<file path="src/rtl/rom_fifo_ctrl.sv">
// Stream-to-rom FIFO controller: owns the write/read pointers and occupancy for an
// external dual-port rom and presents the queued words as a valid/ready stream.
module rom_fifo_ctrl #(
  parameter int ADDR_W = 6,
  parameter int DATA_W = 10
) (
  input  logic              clk,
  input  logic              rst,
  input  logic              in_valid,
  output logic              in_ready,
  input  logic [DATA_W-1:0] in_data,
  output logic              out_valid,
  input  logic              out_ready,
  output logic [DATA_W-1:0] out_data,
  output logic [ADDR_W:0]   count,
  output logic              full,
  output logic              empty,
  output logic              mem_write,
  output logic              mem_read,
  output logic [ADDR_W-1:0] mem_addr_w,
  output logic [ADDR_W-1:0] mem_addr_r,
  output logic [DATA_W-1:0] mem_datain,
  input  logic [DATA_W-1:0] mem_dataout
);

  localparam logic [ADDR_W:0] LP_DEPTH = (ADDR_W+1)'(2**ADDR_W);
  localparam logic [ADDR_W:0] LP_ONE   = (ADDR_W+1)'(1);

  logic [ADDR_W-1:0] r_wr_ptr;
  logic [ADDR_W-1:0] r_rd_ptr;
  logic [ADDR_W:0]   r_count;
  logic              r_out_valid;

  logic w_full;
  logic w_push;
  logic w_pop;

  assign w_full = (r_count == LP_DEPTH);
  assign w_push = in_valid & ~w_full;
  // The output stage is the rom's own dataout register, so a read may only be
  // issued when that register is free or being drained this cycle.
  assign w_pop  = (r_count != '0) & (~r_out_valid | out_ready);

  always_ff @(posedge clk or posedge rst) begin
    if (rst) begin
      r_wr_ptr    <= '0;
      r_rd_ptr    <= '0;
      r_count     <= '0;
      r_out_valid <= 1'b0;
    end else begin
      if (w_push) r_wr_ptr <= r_wr_ptr + 1'b1;
      if (w_pop)  r_rd_ptr <= r_rd_ptr + 1'b1;
      case ({w_push, w_pop})
        2'b10:   r_count <= r_count + LP_ONE;
        2'b01:   r_count <= r_count - LP_ONE;
        default: r_count <= r_count;
      endcase
      r_out_valid <= w_pop | (r_out_valid & ~out_ready);
    end
  end

  assign in_ready   = ~w_full;
  assign out_valid  = r_out_valid;
  assign out_data   = mem_dataout;
  assign count      = r_count;
  assign full       = w_full;
  assign empty      = (r_count == '0) & ~r_out_valid;
  assign mem_write  = w_push;
  assign mem_read   = w_pop;
  assign mem_addr_w = r_wr_ptr;
  assign mem_addr_r = r_rd_ptr;
  assign mem_datain = in_data;

endmodule
</file>
<file path="config.mk">
export PLATFORM = sky130hd
export DESIGN_NAME = rom_fifo_ctrl
export DESIGN_NICKNAME = d
export VERILOG_FILES = /design/src/rtl/rom_fifo_ctrl.sv
export SDC_FILE = /design/constraint.sdc
export NUM_CORES = 1
export LEC_CHECK = 0
export ABC_AREA = 1
export CAP_MARGIN = 10
export CORE_MARGIN = 8
export CORE_UTILIZATION = 44
export DETAILED_ROUTE_END_ITERATION = 8
export GPL_ROUTABILITY_DRIVEN = 1
export GPL_TIMING_DRIVEN = 0
export PLACE_DENSITY_LB_ADDON = 0.05
export SYNTH_ARGS = -nofsm -noshare
export SYNTH_HDL_FRONTEND = slang
export SYNTH_SLANG_ARGS = --single-unit
</file>
<file path="constraint.sdc">
create_clock -name clk -period 4.2 [get_ports clk]
set_clock_uncertainty 0.05 [all_clocks]
set_input_delay 0.63 -clock clk [delete_from_list [all_inputs] [get_ports clk]]
set_output_delay 0.63 -clock clk [all_outputs]
set_load 0.03 [all_outputs]
</file>
==> key figures <==
Drt
  • WL/cell: 11.6 um
  • Final WL: 3360 um
  • Via count: 1294
  • Drt drc: 0
  • Via density: 4.48
  • DRT iter0 DRCs: 64
  • Initial DRT Pass Iterations: 4
  • Detail Route Antenna Nets: 0

Power and ir drop
  • Maximum vdd ir drop: 326 uV
  • Power Dens Cells: 657 mW/mm^2
  • P_leak: 1.02 nW

Global route
  • Vias in the first global route: 1304
  • First-pass GRT wire length: 5660 um
  • Overflow after GRT: 0
  • GRT Total Usage: 12.9%
  • Initial antenna violation count: 0
  • Pin count of the biggest net entering global routing: 21

Critical path
  • Critical path startpoint category: input port
  • Worst R2R Setup Slack: 1.64 ns
  • CP Class: in -> out
  • Maximum fanout along the worst path: 10
  • Worst setup EP type: primary output
  • WP data arrival: 2.17 ns
  • CP required: 3.52 ns

Min path
  • Hold WC Path Type: reg -> reg

Floorplan
  • Chip Height: 73.5 um
  • Die area: 0.00540 mm^2
  • Row cnt: 21
  • Starting density of the core: 44.7%
  • # IOs: 69
  • Core area: 0.00326 mm^2
  • Die W: 73.5 um

Cells and area
  • Post-layout util: 62.3%
  • Finished Cell Area: 0.00203 mm^2
  • Layout cells sized above 1: 14.0%
  • Diode count: 0
  • Syn-to-layout area delta: 39.5%
  • Final-stage net count: 277

Synthesis
  • Number of synthesized flops with an enable pin: 0
  • Syn Area/Cell: 7.62 um^2
  • Seq/Total Area, Yosys: 34.4%
  • Top-count cell post-synth: nand2_1
  • Syn_nets: 224
  • Post-synthesis cell area: 0.00146 mm^2
  • Synth top cells by count: nand2_1 (57), inv_1 (25), buf_4 (20), dfrtp_1 (20), nand3_1 (13)
  • Area leader, netlist: dfrtp_1
  • Synth top area share: 34.4%
  • Synth area leaders: dfrtp_1 (34%), nand2_1 (15%), buf_4 (10%)
  • #FFs+latches synth: 20
  • Mapped Cells: 191
  • Synth unique cells: 22
  • Leading register cell type out of synthesis: dfrtp_1
  • Asr flop ratio synth: 100%
  • Synth Warn #: 0

CTS
  • Clock Sinks: 20
  • Htree depth: 1
  • Root Driver: clkbuf_4
  • Post-CTS setup buffers: 0
  • PostCTS Resize Cnt: 0
  • Post-CTS Hold Buffers: 0
  • Clk_lat worst skew: 0.30 ns
  • CTS tree: built
  • Max clock buf depth: 2
  • TritonCTS Buffers: 3
  • Reg clk slew, reported paths: 0.11 ns

Timing
  • Fin crit period: 2.85 ns
  • Slew Viols, Final: 0
  • Worst-Margin Slew: 0.776 ns
  • Setup TNS: 0 ns
  • Unrepaired setup endpoints after global routing: no
  • Relative slew margins: 48.2%
  • Fmax: 350 MHz
  • Final worst path period share: 68.0%
  • Final setup vio count: 0
  • Fin. Hold Viols: 0

Place
  • I/O Buffers: 48
  • Dpl hpwl: 2780 um
  • Placed cell area: 0.00199 mm^2
  • Placer Congestion: 0.794

Status
  • Run status: completed

Flow run
  • Max-capacitance violation count: 0
[worst max-delay path, stage by stage]
cell and delay [ns]:
clkdlybuf4s50_1 0.47, nor2_1 0.10, nor2_4 0.25, clkdlybuf4s50_1 0.72
[final timing paths]
| check | from | endpoint | cells past startpoint |
|---|---|---|---|
| max in group asynchronous | rst | count[3]$_DFFE_PP0P_ | 2 |
| worst min-delay path | count[0]$_DFFE_PP0P_ | count[0]$_DFFE_PP0P_ | 1 |
| worst max register to register | count[4]$_DFFE_PP0P_ | count[6]$_DFFE_PP0P_ | 13 |
| min in group asynchronous | rst | mem_addr_r[4]$_DFFE_PP0P_ | 2 |
| worst max-delay path | out_ready | mem_read | 4 |
| worst min register to register | count[0]$_DFFE_PP0P_ | count[0]$_DFFE_PP0P_ | 1 |
[area by class of cell]
class                           instances  area [um^2]
Buffer                                 21          155
Clock buffer                            4         36.3
Fill cell                             315         1230
Inverter                               26         97.6
Multi-Input combinational cell        124          702
Sequential cell                        20          500
Tap cell                               46         57.6
Timing Repair Buffer                   48          480
[flip-flops by register name, indices dropped and copies added (netlist names)]
name	cells
count	7
mem_addr_r	6
mem_addr_w	6
out_valid	1
[kinds of logic after synthesis]
group,count (synthesis),share of synthesized area [%]
flip-flops,20,34.4
adder cells (fa/ha/maj),9,8.25
XOR/XNOR,8,4.81
buffers and inverters,47,17.4
AND/OR/NAND/NOR,89,28.1
AO/OA/AOI/OAI,18,7.05
[power by group]
| group | internal [W] | total, W | switching (W) |
|---|---|---|---|
| clock network | 0.0000528 | 0.000113 | 0.0000606 |
| registers | 0.000277 | 0.000373 | 0.0000961 |
| logic | 0.000343 | 0.000847 | 0.000504 |
[per-layer routing]
metal	up-vias	routed length [um]	track usage [%]
met1	583	1430	15.3
li1	681	-	-
met3	2	174	2.73
met5	-	0	0
met4	0	12	3.55
met2	28	1740	22.4
[cells in the final DEF (no fill, tap or decap), types with 2 or more instances in the layout]
| master | synthesis | final |
|---|---|---|
| a21oi_1 | 4 | 4 |
| nand3_1 | 13 | 13 |
| dfrtp_1 | 20 | 20 |
| or2_2 | 2 | 2 |
| nand4_1 | 2 | 2 |
| xnor2_1 | 4 | 4 |
| nor2_4 | 4 | 4 |
| nor2_1 | 9 | 9 |
| o21ai_1 | 3 | 3 |
| xor2_1 | 4 | 4 |
| clkbuf_4 | 0 | 3 |
| nand2_1 | 57 | 57 |
| inv_1 | 25 | 25 |
| ha_1 | 8 | 8 |
| clkdlybuf4s50_1 | 0 | 48 |
| o21ai_0 | 9 | 9 |
| buf_4 | 20 | 20 |
[through the flow]
step | std cells | setup WS [ns] | hold slack [ns] | total power (W)
after floorplan | 191 | 1.66 | 0.544 | 0.000944
after global placement | 285 | 1.20 | 0.475 | 0.00122
after detailed placement | 285 | 1.18 | 0.476 | 0.00123
after CTS | 289 | 1.32 | 0.495 | 0.00135
after global routing | 289 | 1.26 | 0.511 | 0.00146
final | 289 | 1.35 | 0.497 | 0.00133
Power figures use the tool's default switching activity.
